==> src/rtl/slideshow_fetch_ctrl_if.sv <==
// Bus between the VGA timing generator, the image ROM and slideshow_fetch_ctrl.
// master: the surrounding system (timing generator, buttons, ROM read data).
// slave:  the fetch controller itself.
interface slideshow_fetch_ctrl_if;
   // Frame sequencing controls
   logic        frame_start;
   logic        btn_next;
   logic        btn_prev;
   logic        pause;
   // Pixel request from the timing generator
   logic        pix_req;
   logic [7:0]  pix_x;
   logic [7:0]  pix_y;
   // ROM side
   logic [7:0]  rom_data;
   logic [2:0]  image_id;
   logic [14:0] rom_addr;
   // Pixel result and debug
   logic        pix_valid;
   logic        pix_on;
   logic [7:0]  hold_cnt;

   modport master (
      output frame_start,
      output btn_next,
      output btn_prev,
      output pause,
      output pix_req,
      output pix_x,
      output pix_y,
      output rom_data,
      input  image_id,
      input  rom_addr,
      input  pix_valid,
      input  pix_on,
      input  hold_cnt
   );

   modport slave (
      input  frame_start,
      input  btn_next,
      input  btn_prev,
      input  pause,
      input  pix_req,
      input  pix_x,
      input  pix_y,
      input  rom_data,
      output image_id,
      output rom_addr,
      output pix_valid,
      output pix_on,
      output hold_cnt
   );
endinterface

==> src/rtl/slideshow_fetch_ctrl.sv <==
// Slideshow sequencer and pixel-fetch front end for a multi-image 1bpp ROM.
// Chooses the active image (auto-advance or button steps, only at frame
// boundaries), turns (x,y) pixel requests into ROM byte addresses and picks
// the addressed bit out of the returned byte after the ROM read latency.
module slideshow_fetch_ctrl #(
   parameter int unsigned NUM_IMAGES  = 5,
   parameter int unsigned HOLD_FRAMES = 120,
   parameter int unsigned IMG_W       = 240,
   parameter int unsigned IMG_H       = 160,
   parameter int unsigned ROM_LAT     = 2
) (
   input logic                   clk,
   input logic                   rst_n,
   slideshow_fetch_ctrl_if.slave bus
);

   // Result pipeline covers the address register plus the ROM latency.
   localparam int unsigned Depth     = ROM_LAT + 1;
   localparam logic [2:0]  LastImage = 3'(NUM_IMAGES - 1);
   localparam logic [7:0]  HoldLast  = 8'(HOLD_FRAMES - 1);
   localparam logic [8:0]  ImgWLim   = 9'(IMG_W);
   localparam logic [8:0]  ImgHLim   = 9'(IMG_H);
   localparam logic [14:0] RowBytes  = 15'(IMG_W / 8);

   typedef enum logic [1:0] {
      StepNone = 2'b00,
      StepInc  = 2'b01,
      StepDec  = 2'b10
   } step_e;

   // ------------------------------------------------------------------
   // Image sequencing state
   // ------------------------------------------------------------------
   step_e      pending_q, pending_d;
   step_e      step_eff;
   logic [2:0] image_id_q, image_id_d;
   logic [7:0] hold_cnt_q, hold_cnt_d;
   logic [2:0] next_image;
   logic [2:0] prev_image;

   // ------------------------------------------------------------------
   // Pixel fetch state
   // ------------------------------------------------------------------
   logic              in_range;
   logic [14:0]       addr_calc;
   logic [14:0]       rom_addr_q, rom_addr_d;
   logic [Depth-1:0]  req_q, req_d;
   logic [Depth-1:0]  inr_q, inr_d;
   logic [Depth-1:0][2:0] idx_q, idx_d;
   logic [2:0]        sel_idx;

   // Resolve this cycle's button input against the pending step; a lone
   // press overrides, a simultaneous pair is ignored.
   always_comb begin
      step_eff = pending_q;
      if (bus.btn_next && !bus.btn_prev) begin
         step_eff = StepInc;
      end else if (bus.btn_prev && !bus.btn_next) begin
         step_eff = StepDec;
      end
   end

   // Wrap-around neighbours of the current image.
   always_comb begin
      next_image = (image_id_q == LastImage) ? 3'd0 : image_id_q + 3'd1;
      prev_image = (image_id_q == 3'd0) ? LastImage : image_id_q - 3'd1;
   end

   // Next-state for image selection: only frame_start may change image_id.
   always_comb begin
      pending_d  = step_eff;
      image_id_d = image_id_q;
      hold_cnt_d = hold_cnt_q;
      if (bus.frame_start) begin
         pending_d = StepNone;
         unique case (step_eff)
            StepInc: begin
               image_id_d = next_image;
               hold_cnt_d = 8'd0;
            end
            StepDec: begin
               image_id_d = prev_image;
               hold_cnt_d = 8'd0;
            end
            default: begin
               // Auto-advance path; pause freezes the counter entirely.
               if (!bus.pause) begin
                  if (hold_cnt_q == HoldLast) begin
                     image_id_d = next_image;
                     hold_cnt_d = 8'd0;
                  end else begin
                     hold_cnt_d = hold_cnt_q + 8'd1;
                  end
               end
            end
         endcase
      end
   end

   // Sequencing registers.
   always_ff @(posedge clk or negedge rst_n) begin
      if (!rst_n) begin
         pending_q  <= StepNone;
         image_id_q <= 3'd0;
         hold_cnt_q <= 8'd0;
      end else begin
         pending_q  <= pending_d;
         image_id_q <= image_id_d;
         hold_cnt_q <= hold_cnt_d;
      end
   end

   // Range check and byte address for the requested pixel.
   always_comb begin
      in_range  = ({1'b0, bus.pix_x} < ImgWLim) && ({1'b0, bus.pix_y} < ImgHLim);
      addr_calc = 15'(bus.pix_y) * RowBytes + 15'(bus.pix_x[7:3]);
      // Out-of-range requests leave the ROM address where it was.
      rom_addr_d = (bus.pix_req && in_range) ? addr_calc : rom_addr_q;
   end

   // Result pipeline: stage 0 lines up with rom_addr, the last stage with
   // rom_data. Side fields are zeroed for idle slots to keep them quiet.
   always_comb begin
      req_d    = '0;
      inr_d    = '0;
      idx_d    = '0;
      req_d[0] = bus.pix_req;
      inr_d[0] = bus.pix_req & in_range;
      idx_d[0] = bus.pix_req ? bus.pix_x[2:0] : 3'd0;
      for (int i = 1; i < Depth; i++) begin
         req_d[i] = req_q[i-1];
         inr_d[i] = inr_q[i-1];
         idx_d[i] = idx_q[i-1];
      end
   end

   // Address and pipeline registers; reset drops every in-flight request.
   always_ff @(posedge clk or negedge rst_n) begin
      if (!rst_n) begin
         rom_addr_q <= 15'd0;
         req_q      <= '0;
         inr_q      <= '0;
         idx_q      <= '0;
      end else begin
         rom_addr_q <= rom_addr_d;
         req_q      <= req_d;
         inr_q      <= inr_d;
         idx_q      <= idx_d;
      end
   end

   // MSB-first bit select on the byte returned for the oldest request.
   always_comb begin
      sel_idx       = 3'd7 - idx_q[Depth-1];
      bus.pix_valid = req_q[Depth-1];
      bus.pix_on    = req_q[Depth-1] & inr_q[Depth-1] & bus.rom_data[sel_idx];
      bus.image_id  = image_id_q;
      bus.rom_addr  = rom_addr_q;
      bus.hold_cnt  = hold_cnt_q;
   end

endmodule

==> src/flat_wrapper.sv <==
// flat-port wrapper written by rule: the top's interface ports become plain ports
module slideshow_fetch_ctrl_flat 
#(
   parameter int unsigned NUM_IMAGES  = 5,
   parameter int unsigned HOLD_FRAMES = 120,
   parameter int unsigned IMG_W       = 240,
   parameter int unsigned IMG_H       = 160,
   parameter int unsigned ROM_LAT     = 2
)
  (clk, rst_n, bus_frame_start, bus_btn_next, bus_btn_prev, bus_pause, bus_pix_req, bus_pix_x, bus_pix_y, bus_rom_data, bus_image_id, bus_rom_addr, bus_pix_valid, bus_pix_on, bus_hold_cnt);
  slideshow_fetch_ctrl_if bus_i ();
  input logic clk;
  input logic rst_n;
  input wire logic [$bits(bus_i.frame_start)-1:0] bus_frame_start;
  input wire logic [$bits(bus_i.btn_next)-1:0] bus_btn_next;
  input wire logic [$bits(bus_i.btn_prev)-1:0] bus_btn_prev;
  input wire logic [$bits(bus_i.pause)-1:0] bus_pause;
  input wire logic [$bits(bus_i.pix_req)-1:0] bus_pix_req;
  input wire logic [$bits(bus_i.pix_x)-1:0] bus_pix_x;
  input wire logic [$bits(bus_i.pix_y)-1:0] bus_pix_y;
  input wire logic [$bits(bus_i.rom_data)-1:0] bus_rom_data;
  output wire logic [$bits(bus_i.image_id)-1:0] bus_image_id;
  output wire logic [$bits(bus_i.rom_addr)-1:0] bus_rom_addr;
  output wire logic [$bits(bus_i.pix_valid)-1:0] bus_pix_valid;
  output wire logic [$bits(bus_i.pix_on)-1:0] bus_pix_on;
  output wire logic [$bits(bus_i.hold_cnt)-1:0] bus_hold_cnt;
  assign bus_i.frame_start = bus_frame_start;
  assign bus_i.btn_next = bus_btn_next;
  assign bus_i.btn_prev = bus_btn_prev;
  assign bus_i.pause = bus_pause;
  assign bus_i.pix_req = bus_pix_req;
  assign bus_i.pix_x = bus_pix_x;
  assign bus_i.pix_y = bus_pix_y;
  assign bus_i.rom_data = bus_rom_data;
  assign bus_image_id = bus_i.image_id;
  assign bus_rom_addr = bus_i.rom_addr;
  assign bus_pix_valid = bus_i.pix_valid;
  assign bus_pix_on = bus_i.pix_on;
  assign bus_hold_cnt = bus_i.hold_cnt;
  slideshow_fetch_ctrl #(.NUM_IMAGES(NUM_IMAGES), .HOLD_FRAMES(HOLD_FRAMES), .IMG_W(IMG_W), .IMG_H(IMG_H), .ROM_LAT(ROM_LAT)) u_core (.clk(clk), .rst_n(rst_n), .bus(bus_i));
endmodule
==> config.mk <==
export PLATFORM = sky130hd
export DESIGN_NAME = slideshow_fetch_ctrl_flat
export DESIGN_NICKNAME = d
export VERILOG_FILES = /design/src/rtl/slideshow_fetch_ctrl_if.sv /design/src/rtl/slideshow_fetch_ctrl.sv /design/src/flat_wrapper.sv
export SDC_FILE = /design/constraint.sdc
export NUM_CORES = 1
export LEC_CHECK = 0
export ABC_AREA = 1
export BUFFER_PORTS_ARGS = -buffer_cell sky130_fd_sc_hd__buf_2
export CAP_MARGIN = 25
export CELL_PAD_IN_SITES_DETAIL_PLACEMENT = 0
export CELL_PAD_IN_SITES_GLOBAL_PLACEMENT = 1
export CORE_UTILIZATION = 37
export DETAILED_ROUTE_END_ITERATION = 8
export HOLD_SLACK_MARGIN = 0.05
export PLACE_DENSITY = 0.8
export RECOVER_POWER = 50
export SKIP_LAST_GASP = 1
export SYNTH_ARGS = -nofsm -noshare
export SYNTH_HDL_FRONTEND = slang
export SYNTH_SLANG_ARGS = --single-unit
export TNS_END_PERCENT = 10
==> constraint.sdc <==
create_clock -name clk -period 1.8 [get_ports clk]
set_clock_uncertainty 0.1 [all_clocks]
set_input_delay 0.09 -clock clk [delete_from_list [all_inputs] [get_ports clk]]
set_output_delay 0.09 -clock clk [all_outputs]
set_load 0.01 [all_outputs]
==> results of run 1 <==
[per-layer routing]
layer	GRT usage	routed length, um	vias up
met5	0	0	-
met4	0.0385	53	0
met3	0.0195	176	5
met2	0.284	3110	42
met1	0.196	2950	1232
li1	-	-	1422
[synthesized netlist by cell type (all sizes together)]
library cell and n:
nand2 98, nor2 41, o221ai 1, xor2 3, nand3 22, or2 2
ha 26, conb 1, xnor2 2, nand4 5, a211oi 1, dfrtp 42
nor3b 1, o22ai 1, clkbuf 1, clkinv 1, o21bai 1, o32ai 1
o211ai 1, o21ai 21, nor3 3, mux2i 1, fa 14, buf 2
a21oi 11, a31oi 2, inv 77
[cell type report]
class | instances | area, um2
fill | 745 | 3830
clock inverter | 2 | 10.0
tap | 102 | 128
inverter | 78 | 294
multi-input combinational | 259 | 1750
sequential | 42 | 1050
clock buffer | 5 | 68.8
timing repair buffer | 116 | 758
[state kept, by name, indices dropped and copies added (netlist names)]
| signal | flops |
|---|---|
| u_core.bus.rom_addr | 14 |
| u_core.bus.hold_cnt | 8 |
| u_core.idx_d | 6 |
| u_core.bus.image_id | 3 |
| u_core.idx_q | 3 |
| u_core.inr_q | 3 |
| u_core.req_q | 3 |
| u_core.pending_q | 2 |
[how the worst min path moves through the flow]
stage | startpoint | to | slack [ns]
2_1_floorplan | rst_n | u_core.bus.hold_cnt[0]$_DFFE_PN0P_ | -0.31
3_3_place_gp | rst_n | u_core.idx_q[6]$_DFF_PN0_ | 0.09
3_5_place_dp | rst_n | u_core.idx_q[6]$_DFF_PN0_ | 0.09
4_1_cts | bus_pix_x[4] | u_core.bus.rom_addr[1]$_DFFE_PN0P_ | 0.05
5_1_grt | bus_pix_x[4] | u_core.bus.rom_addr[1]$_DFFE_PN0P_ | 0.08
6_report | bus_pix_x[4] | u_core.bus.rom_addr[1]$_DFFE_PN0P_ | 0.06
[power groups by stage]
stage               clock [uW]  combinational [uW]  sequential (uW)
floorplan                    0                1290             1340
global placement             0                2110             1260
detailed placement           0                2140             1270
CTS                        584                2210             1250
global route               621                2530             1280
finish                     555                2240             1250
[critical path: stages]
cell and delay [ns]:
buf_6 0.10, fa_2 0.48, fa_1 0.51, inv_1 0.05
fa_1 0.49, inv_2 0.05, ha_4 0.29, nand3_4 0.08
nand3_4 0.10, nand2_4 0.07, nor2_8 0.10, nand2_4 0.06
nor2_4 0.09, nand3_2 0.08, nand3_1 0.09, nand2_1 0.05
[repair_timing]
| item | in CTS | in global routing |
|---|---|---|
| hold endpoints to repair | 49 | 0 |
| setup endpoints to repair | 15 | 20 |
| gates resized for setup | 2 | 11 |
| hold buffers | 7 | 0 |
| pin swaps | 6 | 4 |
| buffers inserted | 4 | 1 |
[cells by family (layout without fill, tap and decap cells)]
family / after synthesis / count (layout) / synth area share
and+or+nand+nor: 172 / 172 / 0.261
buffers and inverters: 81 / 201 / 0.102
DFF: 42 / 42 / 0.343
adders and majority gates: 40 / 40 / 0.197
AOI/OAI and AO/OA: 40 / 40 / 0.0787
xor gates and xnor gates: 5 / 5 / 0.0143
other: 1 / 1 / 0.00122
muxes: 1 / 1 / 0.00326
[through the flow]
step                      area (um2)  setup TNS [ns]  setup WS (ns)
after floorplan                 3090           -9.28          -1.08
after global placement          3830          -11.66          -1.26
after detailed placement        3830          -12.35          -1.32
after CTS                       4020           -9.82         -0.984
after global routing            4060          -11.36          -1.03
final                           4060           -8.67         -0.904
==> results_dict.tcl, run 1 <==
set metrics [dict create \
    rsz0062_at_grt "true" \
    power.leakage_uw 0.00229 \
    drive_above_1_share 0.303 \
    setup_slack_ns -0.904 \
    yosys_register_bits 42 \
    netlist.area_leader.share 0.343 \
    dieArea_um2 8660 \
    cts_sinks 42 \
    insertion_delay_ns 0.28 \
    synth_area_leaders "dfrtp_1 34%, nand2_1 11%, ha_1 11%" \
    end_kind "flip-flop" \
    viasPerCell 4.47 \
    ys_types 37 \
    syn_inst 382 \
    reg2reg_slack_ns -0.21 \
    synth-seq-area-share 0.343 \
    hp-class "in2reg" \
    drv_slew 0 \
    ys_warn_count 0 \
    post-route-period-util 1.50 \
    relSlewSlack 0.326 \
    timing.rr.end "u_core.bus.hold_cnt[7]$_DFFE_PN0P_" \
    area_growth_pct 32.4 \
    grt_usage 0.156 \
    critPathLaunch "bus_pix_y[2]" \
    power.total_uw 4050 \
    finalHoldWorstSlack_ns 0.0608 \
    hold-path-cell-count 4 \
    path_clk_slew_ns 0.07 \
    p_per_area_nw_per_um2 996 \
    clock-root-buffer "clkbuf_8" \
    rr_startpoint "u_core.pending_q[0]$_DFF_PN0_" \
    tritoncts "done" \
    postSynthNetCount 453 \
    swShare 0.407 \
    clk_path_buf_depth 2 \
    wire_per_inst_um 10.4 \
    maxCapViolCount 0 \
    layout_commonest_cell "nand2_1" \
    grt_antenna_before_repair 0 \
    clkPwrFrac 0.137 \
    dp.final_hpwl_um 5190 \
    drtAntennaViolNets 0 \
    io_buffers 57 \
    utilization 0.515 \
    crit_fanout 4 \
    seq_power_share 0.309 \
    fmax_mhz 370 \
    syn-cell-area_um2 3070 \
    tightest_slew_ns 1.01 \
    worstSetupStartpointType "input pin" \
    dp.cells 585 \
    reg2reg_depth 11 \
    cts_buffers 5 \
    status "complete, but fails checks" \
    power_frac_comb 0.554 \
    finalHoldViolations 0 \
    setup_viol 15 \
    routed_wl_um 6290 \
    syn_avg_cell_area_um2 8.03 \
    endpoint "u_core.bus.rom_addr[11]$_DFFE_PN0P_" \
    fin_crit_ns 2.70 \
    drtIter0Drc 54 \
    io-pin-count 59 \
    die_w_um 93.1 \
    drt_pass1_iterations 4 \
    die_h_um 93.1 \
    grt_pass1_wl_um 10900 \
    synth_area_leader_cell "dfrtp_1" \
    p_switching_uw 1650 \
    ctsHtreeMaxLevel 2 \
    grt_pass1_vias 2574 \
    violations "setup timing" \
    stdcell_count 604 \
    grt_overflow 0 \
    final_cell_mix "86 x nand2_1, 70 x inv_1, 54 x buf_2, 50 x buf_4, 42 x dfrtp_1" \
    intPower_uw 2400 \
    core_area_um2 7890 \
    crit_type "in2reg" \
    final_nets 573 \
    grt_max_degree 43 \
    crit_required_ns 1.88 \
    max-vdd-ir-drop_v 0.000404 \
    dr_total_vias 2701 \
    diodes 0 \
    gp_congestion 0.804 \
    rows 32 \
    cp.arrival_ns 2.78 \
    initial_core_util 0.389 \
    remaining_drc_errors 0 \
]
Note: power is estimated with default switching activity, not from simulation.
==> inputs of run 2 (changes only) <==
--- a/config.mk
+++ b/config.mk
@@ -7,9 +7,10 @@
 export LEC_CHECK = 0
 export ABC_AREA = 1
 export BUFFER_PORTS_ARGS = -buffer_cell sky130_fd_sc_hd__buf_2
-export CAP_MARGIN = 25
+export CAP_MARGIN = 10
 export CELL_PAD_IN_SITES_DETAIL_PLACEMENT = 0
 export CELL_PAD_IN_SITES_GLOBAL_PLACEMENT = 1
+export CORE_MARGIN = 1.5
 export CORE_UTILIZATION = 37
 export DETAILED_ROUTE_END_ITERATION = 8
 export HOLD_SLACK_MARGIN = 0.05
==> constraint.sdc (replaced) <==
create_clock -name clk -period 1.8 [get_ports clk]
set_clock_uncertainty 0.1 [all_clocks]
set_input_delay 0.09 -clock clk [delete_from_list [all_inputs] [get_ports clk]]
set_output_delay 0.09 -clock clk [all_outputs]
set_load 0.005 [all_outputs]
==> run 2 against run 1 <==
The run still ends with setup timing left. Worst hold slack improved by 0.078 ns. Utilization shrank 1.3 points. Clock power grew 6.8%. First-iteration DRC count is 37% higher. Sequential share of layout area decreased by 0.13 points. Final cell count up 0.17%. Register-to-register slack about the same. Flip-flop and latch count unchanged. Routed wire length is 1.2% lower. Global-route usage shrank 0.62 points. Non-clock buffer count shrank 3. Via count down 0.70%.
==> results_dict.tcl, run 2 (synthesis results as in run 1) <==
set metrics [dict create \
    grt_antenna_before_repair 0 \
    max-vdd-ir-drop_v 0.000334 \
    diodes 0 \
    insertion_delay_ns 0.29 \
    status "complete, but fails checks" \
    finalHoldWorstSlack_ns 0.138 \
    die_w_um 94.1 \
    rr_startpoint "u_core.pending_q[0]$_DFF_PN0_" \
    grt_max_degree 43 \
    largest_reg_flops 14 \
    final_nets 570 \
    io_buffers 57 \
    finalHoldViolations 0 \
    hp-class "in2reg" \
    layout_commonest_cell "nand2_1" \
    drtAntennaViolNets 0 \
    area_growth_pct 33.0 \
    cpPeakStageDelay_ns 0.52 \
    grt_pass1_wl_um 10600 \
    fmax_mhz 373 \
    dp.final_hpwl_um 5130 \
    crit_type "in2reg" \
    slowest_stage "fa_1" \
    core_area_um2 8130 \
    io-pin-count 59 \
    cts_sinks 42 \
    final_cell_mix "86 x nand2_1, 69 x inv_1, 54 x buf_2, 43 x buf_4, 42 x dfrtp_1" \
    pre_cts_slack_ns -1.30 \
    path_cells "buf_6 -> fa_1 -> fa_1 -> inv_1 -> fa_1 -> inv_2 -> ha_4 -> nand3_2 -> nand3_2 -> nand2_4 -> nor2_8 -> nand2_4 -> nor2_4 -> nand2_1 -> nand2_1 -> nand3_1 -> nand2_1" \
    die_h_um 94.1 \
    rsz0062_at_grt "true" \
    relSlewSlack 0.342 \
    rows 33 \
    p_per_area_nw_per_um2 976 \
    clock-root-buffer "clkbuf_8" \
    crit_fanout 4 \
    dieArea_um2 8850 \
    min_to "u_core.pending_q[0]$_DFF_PN0_" \
    drv_slew 0 \
    cts_buffers 5 \
    initial_core_util 0.377 \
    setup_slack_ns -0.881 \
    remaining_drc_errors 0 \
    tritoncts "done" \
    viasPerCell 4.43 \
    path_clk_slew_ns 0.08 \
    worstSetupStartpointType "input pin" \
    reg2reg_depth 11 \
    power.leakage_uw 0.00228 \
    grt_overflow 0 \
    fin_crit_ns 2.68 \
    grt_usage 0.150 \
    cp.arrival_ns 2.81 \
    drive_above_1_share 0.298 \
    tightest_slew_ns 0.988 \
    violations "setup timing" \
    wire_per_inst_um 10.3 \
    setup_viol 15 \
    drtIter0Drc 74 \
    post-route-period-util 1.49 \
    routed_wl_um 6220 \
    end_kind "flip-flop" \
    timing.rr.end "u_core.bus.hold_cnt[7]$_DFFE_PN0P_" \
    dr_total_vias 2682 \
    hold-path-cell-count 5 \
    gp_congestion 0.833 \
    reg2reg_slack_ns -0.21 \
    ctsHtreeMaxLevel 2 \
    clk_path_buf_depth 2 \
    crit_required_ns 1.93 \
    worstHoldStart "bus_btn_prev" \
    drt_pass1_iterations 4 \
    grt_pass1_vias 2567 \
    maxCapViolCount 0 \
]
[run 2: cell types whose count changed in the layout (fill, tap and decap cells not counted), moves of 2 or more]
cell / before / now
nand3_2: 2 / 4
dlygate4sd3_1: 7 / 10
nand3_4: 2 / 0
ha_1: 25 / 23
buf_4: 50 / 43
ha_4: 1 / 3
[run 2: how the worst max path moves through the flow]
stage | startpoint | endpoint | slack [ns]
2_1_floorplan | bus_pix_y[0] | u_core.bus.rom_addr[11]$_DFFE_PN0P_ | -1.08
3_3_place_gp | bus_pix_y[0] | u_core.bus.rom_addr[11]$_DFFE_PN0P_ | -1.25
3_5_place_dp | bus_pix_y[0] | u_core.bus.rom_addr[11]$_DFFE_PN0P_ | -1.30
4_1_cts | bus_pix_y[2] | u_core.bus.rom_addr[11]$_DFFE_PN0P_ | -0.97
5_1_grt | bus_pix_y[1] | u_core.bus.rom_addr[11]$_DFFE_PN0P_ | -1.01
6_report | bus_pix_y[1] | u_core.bus.rom_addr[11]$_DFFE_PN0P_ | -0.88
[run 2: worst max-delay path: cells and delay by family]
| family | cells | cell delay (ns) |
|---|---|---|
| buffers and inverters | 3 | 0.20 |
| AND/OR/NAND/NOR | 10 | 0.75 |
| adder cells (fa/ha/maj) | 4 | 1.79 |
[run 2: per-stage QoR]
stage          TNS, ns  cell area (um2)  power [uW]  utilization  std cells
2_1_floorplan    -9.28             3090        2560            -        382
3_3_place_gp    -11.47             3830        3290        0.470        585
3_5_place_dp    -12.07             3830        3340        0.470        585
4_1_cts          -9.11             4060        4010        0.499        605
5_1_grt         -10.32             4080        4380        0.502        605
6_report         -8.20             4080        3980        0.502        605
[run 2: power by group]
group | internal [uW] | leakage (uW) | total, uW | switching, uW
logic | 988 | 0.00170 | 2140 | 1150
clock network | 272 | 0.0000441 | 593 | 321
registers | 1130 | 0.000534 | 1250 | 122
[run 2: area by class of cell]
type,count,area [um2]
timing repair buffer,113,756
clock inverter,3,21.3
sequential,42,1050
inverter,78,294
clock buffer,5,68.8
tap,105,131
multi-input combinational,259,1760
fill,790,4050
[run 2: per-layer routing]
| layer | global-route usage | up-vias | share of wire |
|---|---|---|---|
| met5 | 0 | - | 0 |
| met4 | 0.0522 | 0 | 0.014 |
| met3 | 0.0194 | 7 | 0.034 |
| met2 | 0.272 | 49 | 0.49 |
| met1 | 0.182 | 1212 | 0.46 |
| li1 | - | 1414 | - |
[run 2: what timing repair did]
action	in CTS	in global routing
setup endpoints to repair	15	20
setup buffers	2	0
hold endpoints to repair	50	0
pin swaps	11	5
hold buffers	10	0
gates resized for setup	6	5
